[config.mk]
export PLATFORM = sky130hd
export DESIGN_NAME = axis_atomic_fi
export DESIGN_NICKNAME = d
export VERILOG_FILES = /design/src/rtl/axis_atomic_fi.sv
export SDC_FILE = /design/constraint.sdc
export NUM_CORES = 1
export LEC_CHECK = 0
export CAP_MARGIN = 20
export CORE_ASPECT_RATIO = 0.7
export CORE_UTILIZATION = 46
export DETAILED_ROUTE_END_ITERATION = 8
export PLACE_DENSITY = 0.77
export RECOVER_POWER = 100
export SETUP_SLACK_MARGIN = 0.4
export SYNTH_ARGS = -nofsm -noshare
export SYNTH_HDL_FRONTEND = slang
export SYNTH_SLANG_ARGS = --single-unit
[constraint.sdc]
create_clock -name s_ul_clk -period 1.58 [get_ports s_ul_clk]
set_input_delay 0.158 -clock s_ul_clk [delete_from_list [all_inputs] [get_ports s_ul_clk]]
set_output_delay 0.158 -clock s_ul_clk [all_outputs]
set_load 0.02 [all_outputs]
[src/rtl/axis_atomic_fi.sv]
`default_nettype none
// ============================================================================
//  Module   : axis_atomic_fi
//  Purpose  : Fan-in of two AXI-Stream channels (A, B) into one {B, A} word
//             with a per-channel presence mask; a lone beat waits a bounded
//             time for its partner. Optional macro: AXIS_ATOMIC_FI_TIMEOUT_EN
//  Revision : 1.0 - initial release
// ============================================================================
module axis_atomic_fi #(
    parameter int CHA_BITS    = 8,
    parameter int CHB_BITS    = 8,
    parameter int WAIT_CYCLES = 3,
    parameter int WAIT_BITS   = 4
) (
    input  logic                         s_ul_clk,
    input  logic                         reset_n,
    output logic                         s_axis_cha_tready,
    input  logic                         s_axis_cha_tvalid,
    input  logic [CHA_BITS-1:0]          s_axis_cha_tdata,
    output logic                         s_axis_chb_tready,
    input  logic                         s_axis_chb_tvalid,
    input  logic [CHB_BITS-1:0]          s_axis_chb_tdata,
    input  logic                         m_axis_comb_tready,
    output logic                         m_axis_comb_tvalid,
    output logic [CHA_BITS+CHB_BITS-1:0] m_axis_comb_tdata,
    output logic [1:0]                   m_axis_comb_tuser
);

    logic                         r_rdy_en;
    logic                         r_cha_full;
    logic                         r_chb_full;
    logic [CHA_BITS-1:0]          r_cha_data;
    logic [CHB_BITS-1:0]          r_chb_data;
    logic                         r_out_valid;
    logic [CHA_BITS+CHB_BITS-1:0] r_out_data;
    logic [1:0]                   r_out_user;

    logic                         w_cha_acc;
    logic                         w_chb_acc;
    logic                         w_out_free;
    logic                         w_load;
    logic [CHA_BITS+CHB_BITS-1:0] w_comb_data;

    // Oversized WAIT_CYCLES can never be reached by the timer; this branch
    // only marks that configuration as illegal.
    if (WAIT_CYCLES >= (2 ** WAIT_BITS)) begin : g_wait_cfg_illegal
    end

    // r_rdy_en keeps both slots closed during reset and until the first edge after release.
    assign s_axis_cha_tready  = r_rdy_en & ~r_cha_full;
    assign s_axis_chb_tready  = r_rdy_en & ~r_chb_full;
    assign w_cha_acc          = s_axis_cha_tvalid & s_axis_cha_tready;
    assign w_chb_acc          = s_axis_chb_tvalid & s_axis_chb_tready;
    assign w_out_free         = ~r_out_valid | m_axis_comb_tready;
    assign w_comb_data        = {r_chb_data & {CHB_BITS{r_chb_full}},
                                 r_cha_data & {CHA_BITS{r_cha_full}}};

    assign m_axis_comb_tvalid = r_out_valid;
    assign m_axis_comb_tdata  = r_out_data;
    assign m_axis_comb_tuser  = r_out_user;

`ifdef AXIS_ATOMIC_FI_TIMEOUT_EN
    localparam logic [WAIT_BITS-1:0] c_wait = WAIT_BITS'(WAIT_CYCLES);

    logic [WAIT_BITS-1:0] r_timer;
    logic                 w_one_full;

    assign w_one_full = r_cha_full ^ r_chb_full;
    assign w_load     = w_out_free &
                        ((r_cha_full & r_chb_full) | (w_one_full & (r_timer == c_wait)));

    // A partner accepted on a lone-beat load edge restarts its wait from zero.
    always_ff @(posedge s_ul_clk or negedge reset_n) begin
        if (!reset_n) begin
            r_timer <= '0;
        end else if (w_load || !(r_cha_full || r_chb_full)) begin
            r_timer <= '0;
        end else if (w_one_full && (r_timer < c_wait)) begin
            r_timer <= r_timer + 1'b1;
        end
    end
`else
    assign w_load = w_out_free & (r_cha_full | r_chb_full);
`endif

    always_ff @(posedge s_ul_clk or negedge reset_n) begin
        if (!reset_n) begin
            r_rdy_en   <= 1'b0;
            r_cha_full <= 1'b0;
            r_chb_full <= 1'b0;
            r_cha_data <= '0;
            r_chb_data <= '0;
        end else begin
            r_rdy_en   <= 1'b1;
            r_cha_full <= (r_cha_full & ~w_load) | w_cha_acc;
            r_chb_full <= (r_chb_full & ~w_load) | w_chb_acc;
            if (w_cha_acc) begin
                r_cha_data <= s_axis_cha_tdata;
            end
            if (w_chb_acc) begin
                r_chb_data <= s_axis_chb_tdata;
            end
        end
    end

    always_ff @(posedge s_ul_clk or negedge reset_n) begin
        if (!reset_n) begin
            r_out_valid <= 1'b0;
            r_out_data  <= '0;
            r_out_user  <= 2'b00;
        end else if (w_load) begin
            r_out_valid <= 1'b1;
            r_out_data  <= w_comb_data;
            r_out_user  <= {r_chb_full, r_cha_full};
        end else if (m_axis_comb_tready) begin
            r_out_valid <= 1'b0;
        end
    end

endmodule
`default_nettype wire
### Yosys cells after proc, flatten, opt, wreduce, memory -nomap -nowiden

Cells that the tools add are included.

* logic and storage cells: 28
* bits in registers: 38
* memory bits (writable): 0
* bits of input ports: 21
* bits in read-only memories: 0
* output and inout bits: 21
* memories kept: 0
* latch bits: 0

* multipliers: 0
* divide/modulo/power cells: 0
* reductions and logical operators: 1
* equality and inequality tests: 0
* shift operators: 0
* add/subtract/negate cells: 0
* muxes and demuxes: 2
* bitwise gates (word level): 17
* magnitude comparators: 0

Operators with widths (count)
* $and A8 B8 Y8: 2
* $and A1 B1 Y1: 7
* $not A1 Y1: 4
* $or A1 B1 Y1: 4
* $mux W1: 2
* $reduce_bool A2 Y1: 1

### Logic depth before layout (Yosys ltp)

Gate-level depths: netlist of the first run.

* depth after elaboration: 6
* gate-level depth with buffers: 4
* depth with buffers taken out: 3

### Least setup slack after synthesis of the first run

Ideal clock, no wire load.

* path kind: flip-flop to flip-flop
* start: register r_chb_full
* end: register r_chb_data[0]
* buffers on the path: 0
* slack: 375 ps
* arrival time: 1080 ps
* clock period less this slack: 1205 ps
* required time: 1455 ps
* cell stages (with the launch flop): 4
* setup time: 125 ps
* cells stage by stage: dfrtp_1 > nor2b_4 > nand2_4 > mux2_4

* word-level cells in the longest chain between the ends: 3

Ends and longest elaborated chain
* start: declaration: RTL line 31 `logic r_chb_full;`
* start signal: assignment: RTL line 96 `r_chb_full <= (r_chb_full & ~w_load) | w_chb_acc;`
* $not A1 Y1: RTL line 51 `assign s_axis_chb_tready = r_rdy_en & ~r_chb_full;`
* $and A1 B1 Y1: RTL line 51
* net s_axis_chb_tready: RTL line 20 `output logic s_axis_chb_tready,`
* $and A1 B1 Y1: RTL line 53 `assign w_chb_acc = s_axis_chb_tvalid & s_axis_chb_tready;`
* end signal: assignment: RTL line 101 `r_chb_data <= s_axis_chb_tdata;`
* end: declaration: RTL line 33 `logic [CHB_BITS-1:0] r_chb_data;`

The timed path passes the listed nets, and every way through them passes these cells.
A chain may end at the register's enable or synchronous reset.

### Final worst setup path of the first run

* start: register r_cha_full
* end: register r_cha_data[1]

* word-level cells in the longest chain between the ends: 3

Ends and longest elaborated chain
* start: declaration: RTL line 30 `logic r_cha_full;`
* start signal: assignment: RTL line 95 `r_cha_full <= (r_cha_full & ~w_load) | w_cha_acc;`
* $not A1 Y1: RTL line 50 `assign s_axis_cha_tready = r_rdy_en & ~r_cha_full;`
* $and A1 B1 Y1: RTL line 50
* $and A1 B1 Y1: RTL line 52 `assign w_cha_acc = s_axis_cha_tvalid & s_axis_cha_tready;`
* end signal: assignment: RTL line 98 `r_cha_data <= s_axis_cha_tdata;`
* end: declaration: RTL line 32 `logic [CHA_BITS-1:0] r_cha_data;`

No other way between the ends.

==> results of run 1 <==
-- power breakdown --
part	internal (uW)	switching [uW]	leakage (uW)
Sequential	1220	149	0.000464
Combinational	454	433	0.000428
Clock	465	342	0.0000579
-- placed cells by master, fill, tap and decap left out --
cell type | netlist | routed
mux2_1 | 0 | 11
clkinv_2 | 0 | 2
clkbuf_8 | 0 | 5
dlygate4sd2_1 | 0 | 4
buf_4 | 0 | 4
dfrtp_2 | 0 | 3
buf_12 | 0 | 1
bufinv_16 | 0 | 1
buf_2 | 1 | 1
nand3_1 | 1 | 1
nand2_8 | 0 | 1
dfrtp_1 | 38 | 35
a21o_1 | 1 | 1
dlygate4sd3_1 | 0 | 1
conb_1 | 1 | 1
nand2_1 | 1 | 1
a22o_1 | 16 | 16
nand2_4 | 2 | 2
inv_1 | 3 | 3
o21ai_0 | 3 | 3
mux2_4 | 16 | 5
and2_2 | 0 | 2
clkbuf_1 | 0 | 3
nand2b_4 | 1 | 1
clkdlybuf4s50_1 | 0 | 19
nor2b_1 | 0 | 2
clkdlybuf4s25_1 | 0 | 15
buf_6 | 2 | 2
o21ai_4 | 0 | 1
-- state kept, by name, indices dropped and copies added, names as in the netlist --
register / flops
r_cha_full: 1
r_cha_data: 8
r_chb_data: 8
m_axis_comb_tuser: 2
r_chb_full: 1
m_axis_comb_tdata: 16
r_rdy_en: 1
m_axis_comb_tvalid: 1
-- kinds of logic (layout without fill, tap and decap cells) --
| family | count (synthesis) | in the layout | share of synthesized area (%) |
|---|---|---|---|
| AO/OA/AOI/OAI | 21 | 21 | 11.5 |
| flip-flops | 38 | 38 | 63.8 |
| AND/OR/NAND/NOR | 9 | 10 | 5.71 |
| other | 1 | 1 | 0.252 |
| multiplexers | 16 | 16 | 16.1 |
| buffers and inverters | 6 | 61 | 2.60 |
-- routing by layer --
layer,global-route usage [%],share of wire (%)
met5,0,0
met4,8.33,2.2
met3,5.52,2.3
met2,32.4,51
met1,27.2,45
-- layout make-up --
| cell class | count | area, sq um |
|---|---|---|
| timing repair buffer | 50 | 474 |
| multi-input combinational | 48 | 474 |
| inverter | 3 | 11.3 |
| fill | 203 | 875 |
| tap | 36 | 45.0 |
| clock buffer | 5 | 68.8 |
| sequential | 38 | 955 |
| clock inverter | 3 | 40.0 |
-- repair_timing --
action,CTS,global route
gates cloned,1,0
hold buffers,1,0
hold endpoints to repair,38,0
gates resized for setup,34,20
setup buffers,3,4
pin swaps,2,0
setup endpoints to repair,53,49
-- final timing paths --
kind,from,endpoint,slack (ns)
min in group s_ul_clk,s_axis_chb_tdata[7],r_chb_data[7],0.46
min reg2reg,r_cha_data[3],m_axis_comb_tdata[3],0.50
max in group asynchronous,reset_n,m_axis_comb_tvalid,0.76
min,reset_n,m_axis_comb_tdata[5],0.46
max reg2reg,r_cha_full,r_cha_data[1],0.25
max,r_cha_full,r_cha_data[1],0.25
-- stage by stage --
step	area [sq um]	util [%]	total power (uW)	hold WS [ns]	setup WS (ns)
2_1_floorplan	1490	-	1890	-0.138	0.375
3_3_place_gp	1920	65.3	2300	0.222	0.213
3_5_place_dp	1920	65.3	2330	0.231	0.171
4_1_cts	2060	70.1	3060	0.444	0.239
5_1_grt	2070	70.3	3210	0.450	0.181
6_report	2070	70.3	3060	0.457	0.254
-- worst reg2reg max path, cell delays in order (launching register included) --
cell,delay (ns)
dfrtp_2,0.41
nor2b_1,0.27
nand2_4,0.17
mux2_1,0.36
==> tab_implementation.tex, run 1 <==
\begin{tabular}{lr}
\hline
Metric & Value \\
\hline
\multicolumn{2}{l}{\textbf{Status}} \\
\quad Run status & finished clean \\
\multicolumn{2}{l}{\textbf{Placed design}} \\
\quad Placed wire-length estimate after detailed placement & 1950 um \\
\quad Final estimated routing congestion in global placement & 0.795 \\
\quad I/O Buffers & 41 \\
\quad Placed cells & 166 \\
\multicolumn{2}{l}{\textbf{Clock network}} \\
\quad TritonCTS Buffers & 5 \\
\quad H-tree Lvls & 2 \\
\quad Insertion delay to the later sink of the worst-skew pair & roughly 0.29 ns \\
\quad CTS sink count & 38 \\
\quad Clock tree buffer depth & 2 \\
\quad Clk Tree Root Cell & clkbuf\_8 \\
\quad TritonCTS clock tree & done \\
\quad Clock-pin transition on the worst setup and hold timing paths & 0.07 ns \\
\multicolumn{2}{l}{\textbf{Synthesis}} \\
\quad Ys Warns & 0 \\
\quad Cell taking the most area after synthesis & dfrtp\_1 \\
\quad EDFF count, synth & 0 \\
\quad Most common library cells after synthesis & 38 x dfrtp\_1, 16 x a22o\_1, 16 x mux2\_4 \\
\quad Instance count of the mapped netlist & a little over 90 \\
\quad Cell variety after synth & 16 \\
\quad Net count of the mapped netlist & 112 \\
\quad Count leader, synth & dfrtp\_1 \\
\quad Number of flip-flops and latches in the synthesized netlist & 38 \\
\quad Syn\_area\_per\_cell & approximately 16 sq um \\
\quad Synth Flop Type & dfrtp\_1 \\
\quad Synth area leaders & dfrtp\_1 64\%, mux2\_4 16\%, a22o\_1 9.4\% \\
\quad Sequential-to-total area share from yosys stat & 63.8\% \\
\quad Combined area of all synthesized cells & 0.00149 sq mm \\
\quad Async set-or-reset flop fraction in the synthesized netlist & 100\% \\
\quad Area share of the largest cell type after synthesis & around 64\% \\
\multicolumn{2}{l}{\textbf{Worst setup path}} \\
\quad Critical Path Start Type & register \\
\quad Type of the worst setup path & reg -> reg \\
\quad Worst-case reg-to-reg path depth & 3 \\
\quad Max FO, Critical Path & 9 \\
\quad Required time of the critical path & around 1.8 ns \\
\quad Top cell family by delay on the critical path & simple AND/OR/NAND/NOR gates \\
\quad Critical Path Sink Type & register \\
\quad Delay of the slowest cell on the worst path & 0.41 ns \\
\quad Arrival time at the worst endpoint & $\sim$1.5 ns \\
\quad Cell with the largest stage delay on the worst path & dfrtp\_2 \\
\quad CP Cell Sequence & nor2b\_1 > nand2\_4 > mux2\_1 \\
\quad Combined buffer and inverter count along the critical path & 0 \\
\quad Levels on crit path & 3 \\
\multicolumn{2}{l}{\textbf{Power and ir drop}} \\
\quad Reported leakage power & 0.000950 uW \\
\quad Peak supply drop & about 0.68 mV \\
\quad P per Cell Area & 1480 mW/mm\^{}2 \\
\multicolumn{2}{l}{\textbf{GRT}} \\
\quad First-pass GRT wire length & 5210 um \\
\quad Pin count of the biggest net entering global routing & 39 \\
\quad Antenna violations before repair & 0 \\
\quad Remaining Overflow, GRT & 0 \\
\quad Number of global-route vias before repair & 981 \\
\quad All-Layer GR Usage & 20.5\% \\
\multicolumn{2}{l}{\textbf{STA}} \\
\quad Final period util & a little over four fifths \\
\quad Count of endpoints failing setup in the final report & 0 \\
\quad Maximum clock rate & around 750 MHz \\
\quad Final worst path period need & 1.33 ns \\
\quad Final total negative setup slack & 0 ns \\
\quad RSZ-0062 raised after global routing & true \\
\quad Slew Viols, Final & 0 \\
\quad Number of hold violations in the final report & 0 \\
\quad Largest clock skew in the final design & 0.00407 ns \\
\multicolumn{2}{l}{\textbf{Detailed routing}} \\
\quad Final Routed Wirelength & 3170 um \\
\quad First-pass iteration count of the detailed router & 2 \\
\quad Number of design rule violations left after detail routing & 0 \\
\quad Total number of vias & roughly 940 \\
\quad Drt via density & a little over 5 \\
\quad Starting DRC count in detailed routing & 59 \\
\quad Wire length per cell & 17.3 um \\
\quad Antenna violation net count after detailed routing & 0 \\
\multicolumn{2}{l}{\textbf{Finish}} \\
\quad Area Growth Syn to Fin & 38.8\% \\
\quad Final standard cell count with taps included and fillers excluded & 183 \\
\quad Net total in the final layout & 167 \\
\quad Ant diodes & 0 \\
\quad Share of cells above drive strength 1 & a little over a fifth \\
\multicolumn{2}{l}{\textbf{Floorplanning}} \\
\quad Core outline area & 0.00294 sq mm \\
\quad X dimension of the die & 70.0 um \\
\quad Placement Rows & 16 \\
\quad Overall die height & 49.6 um \\
\quad Number of placed I/O pins & 42 \\
\quad Die area & 0.00347 sq mm \\
\quad Initial standard-cell utilization of the core & 50.6\% \\
\multicolumn{2}{l}{\textbf{Hold path}} \\
\quad Worst hold path class & in -> async \\
\multicolumn{2}{l}{\textbf{Job}} \\
\quad Count of maximum capacitance violations & 0 \\
\hline
\end{tabular}
No activity file was read; power rests on OpenSTA's default activity.
==> run 2: changes to the inputs <==
Clock period 1.58 ns to 1.4 ns, I/O delays scaled along.
==> tab_implementation.tex, run 2 (synthesis gave the netlist of run 1 again) <==
\begin{tabular}{lr}
\hline
Metric & Value \\
\hline
\multicolumn{2}{l}{\textbf{Worst setup path}} \\
\quad Delay of the slowest cell on the worst path & 0.44 ns (+0.03 ns) \\
\quad Startpoint of the worst register-to-register path & r\_chb\_full \\
\quad Cell with the largest stage delay on the worst path & dfrtp\_1 \\
\quad Combined buffer and inverter count along the critical path & 1 (+1) \\
\quad Critical Path Sink Type & register \\
\quad CP Cell Sequence & nor2b\_4 > buf\_6 > nand2\_8 > mux2\_1 \\
\quad Type of the worst setup path & reg -> reg \\
\quad Arrival time at the worst endpoint & 1.40 ns (-0.10 ns) \\
\quad Launching instance or port of the critical path & r\_chb\_full \\
\quad Required time of the critical path & 1.57 ns (-0.18 ns) \\
\quad Critical Path Start Type & register \\
\quad Top cell family by delay on the critical path & flip-flops \\
\quad Max FO, Critical Path & 9 (unchanged) \\
\multicolumn{2}{l}{\textbf{Detailed routing}} \\
\quad Number of design rule violations left after detail routing & 0 (unchanged) \\
\quad Antenna violation net count after detailed routing & 0 (unchanged) \\
\quad Drt via density & 5.12 (-0.73\%) \\
\quad Starting DRC count in detailed routing & 46 (-22\%) \\
\quad Wire length per cell & 16.2 um (-6.2\%) \\
\quad Final Routed Wirelength & 3090 um (-2.6\%) \\
\quad First-pass iteration count of the detailed router & 4 (+2) \\
\quad Total number of vias & 973 (+3.1\%) \\
\multicolumn{2}{l}{\textbf{Clock network}} \\
\quad Clock-pin transition on the worst setup and hold timing paths & 0.07 ns (about the same) \\
\quad Insertion delay to the later sink of the worst-skew pair & 0.28 ns (about the same) \\
\quad TritonCTS Buffers & 5 (unchanged) \\
\quad TritonCTS clock tree & done \\
\quad CTS sink count & 38 (unchanged) \\
\quad Clk Tree Root Cell & clkbuf\_8 \\
\quad H-tree Lvls & 2 (unchanged) \\
\quad Clock tree buffer depth & 2 (unchanged) \\
\multicolumn{2}{l}{\textbf{GRT}} \\
\quad Grt peak-use layer & met2 \\
\quad Met2 layer usage reported by global route & 28.8\% (-3.5 points) \\
\quad Remaining Overflow, GRT & 0 (unchanged) \\
\quad Number of global-route vias before repair & 997 (+1.6\%) \\
\quad Pin count of the biggest net entering global routing & 35 (-10\%) \\
\quad First-pass GRT wire length & 4970 um (-4.5\%) \\
\quad Global routing usage on met3 & 6.75\% (+1.2 points) \\
\quad Antenna violations before repair & 0 (unchanged) \\
\quad Global-route met1 utilization & 26.6\% (-0.61 points) \\
\quad All-Layer GR Usage & 19.6\% (-0.97 points) \\
\multicolumn{2}{l}{\textbf{Finish}} \\
\quad Share of cells above drive strength 1 & 23.4\% (+2.3 points) \\
\quad Most frequent standard cell in the layout excluding fill and tap cells & dfrtp\_1 \\
\quad Area Growth Syn to Fin & 34.7\% \\
\quad Finished layout cell area & 0.00201 sq mm (-3.0\%) \\
\quad Commonest cells after routing, fill and taps aside & 37 x dfrtp\_1, 21 x clkbuf\_1, 19 x clkdlybuf4s50\_1 \\
\quad Ant diodes & 0 (unchanged) \\
\quad Final standard cell count with taps included and fillers excluded & 190 (+3.8\%) \\
\quad Net total in the final layout & 174 (+4.2\%) \\
\quad Max reg flops & 16 (unchanged) \\
\multicolumn{2}{l}{\textbf{Placed design}} \\
\quad Post-Place Cell Area & 0.00195 sq mm (+1.6\%) \\
\quad Final estimated routing congestion in global placement & 0.727 (-8.6\%) \\
\quad I/O Buffers & 41 (unchanged) \\
\quad Placed cells & 168 (+1.2\%) \\
\quad Placed wire-length estimate after detailed placement & 1920 um (-1.8\%) \\
\multicolumn{2}{l}{\textbf{Floorplanning}} \\
\quad Number of placed I/O pins & 42 (unchanged) \\
\quad Core outline area & 0.00294 sq mm (unchanged) \\
\quad Placement Rows & 16 (unchanged) \\
\quad X dimension of the die & 70.0 um (unchanged) \\
\quad Die area & 0.00347 sq mm (unchanged) \\
\quad Initial standard-cell utilization of the core & 50.6\% (unchanged) \\
\quad Overall die height & 49.6 um (unchanged) \\
\multicolumn{2}{l}{\textbf{STA}} \\
\quad RSZ-0062 raised after global routing & true \\
\quad Largest clock skew in the final design & 0.00715 ns (+0.00308 ns) \\
\quad Number of hold violations in the final report & 0 (unchanged) \\
\quad Maximum clock rate & 813 MHz (+7.7\%) \\
\quad Final total negative setup slack & 0 ns (unchanged) \\
\quad Final period util & 87.9\% (+4.0 points) \\
\quad Count of endpoints failing setup in the final report & 0 (unchanged) \\
\quad Slew Viols, Final & 0 (unchanged) \\
\quad Final worst path period need & 1.23 ns (-0.0952 ns) \\
\multicolumn{2}{l}{\textbf{Power and ir drop}} \\
\quad P per Cell Area & 1630 mW/mm\^{}2 (+10\%) \\
\quad Final Total Pwr & 3270 uW (+6.8\%) \\
\quad Peak supply drop & 0.698 mV (+3.2\%) \\
\quad Reported leakage power & 0.000925 uW (-2.6\%) \\
\multicolumn{2}{l}{\textbf{Status}} \\
\quad Run status & finished clean \\
\multicolumn{2}{l}{\textbf{Hold path}} \\
\quad Worst hold path class & in -> async \\
\multicolumn{2}{l}{\textbf{Job}} \\
\quad Count of maximum capacitance violations & 0 (unchanged) \\
\hline
\end{tabular}
[run 2: area by class of cell]
class                      count  area (sq um)
sequential                    38           952
fill                         221           936
multi-input combinational     47           480
timing repair buffer          58           423
clock buffer                   6          82.6
tap                           36          45.0
clock inverter                 2          12.5
inverter                       3          11.3
[run 2: path summary, 6_finish.rpt]
kind	slack (ns)	cells after the start	endpoint
max	0.17	4	r_chb_data[3]
min	0.24	2	m_axis_comb_tuser[0]
max in group asynchronous	0.39	3	r_cha_full
max reg2reg	0.17	4	r_chb_data[3]
min in group s_ul_clk	0.45	2	r_cha_data[3]
min reg2reg	0.50	1	m_axis_comb_tdata[6]
[run 2: layer usage]
metal / part of all wire, % / routed length, um
met3: 4.0 / 123
met4: 1.1 / 34
met5: 0 / 0
met2: 51 / 1570
met1: 44 / 1360
[run 2: per-stage QoR]
stage               utilization [%]  hold slack [ns]  setup WS, ns
global route                   68.2            0.247         0.111
finish                         68.2            0.236         0.170
global placement               66.3          -0.0340        0.0641
detailed placement             66.3          -0.0285        0.0219
CTS                            69.8            0.212         0.187
floorplan                         -           -0.156         0.195
[run 2: worst reg2reg max path: stages (launching register included)]
cell	delay [ns]
dfrtp_1	0.44
nor2b_4	0.14
buf_6	0.12
nand2_8	0.08
mux2_1	0.33
[run 2: power by group]
group | leakage, uW | total [uW] | switching (uW) | internal [uW]
logic | 0.000412 | 957 | 510 | 447
clock network | 0.0000472 | 774 | 379 | 396
registers | 0.000466 | 1530 | 165 | 1370
total | 0.000925 | 3270 | 1050 | 2210
[run 2: repair_timing]
item / 4_1_cts / 5_1_grt
hold buffers: 1 / 0
endpoints found under the setup margin: 55 / 52
resized for setup: 96 / 18
cloned: 0 / 0
pin swaps: 1 / 3
hold endpoints to repair: 38 / 0
buffers inserted: 7 / 6
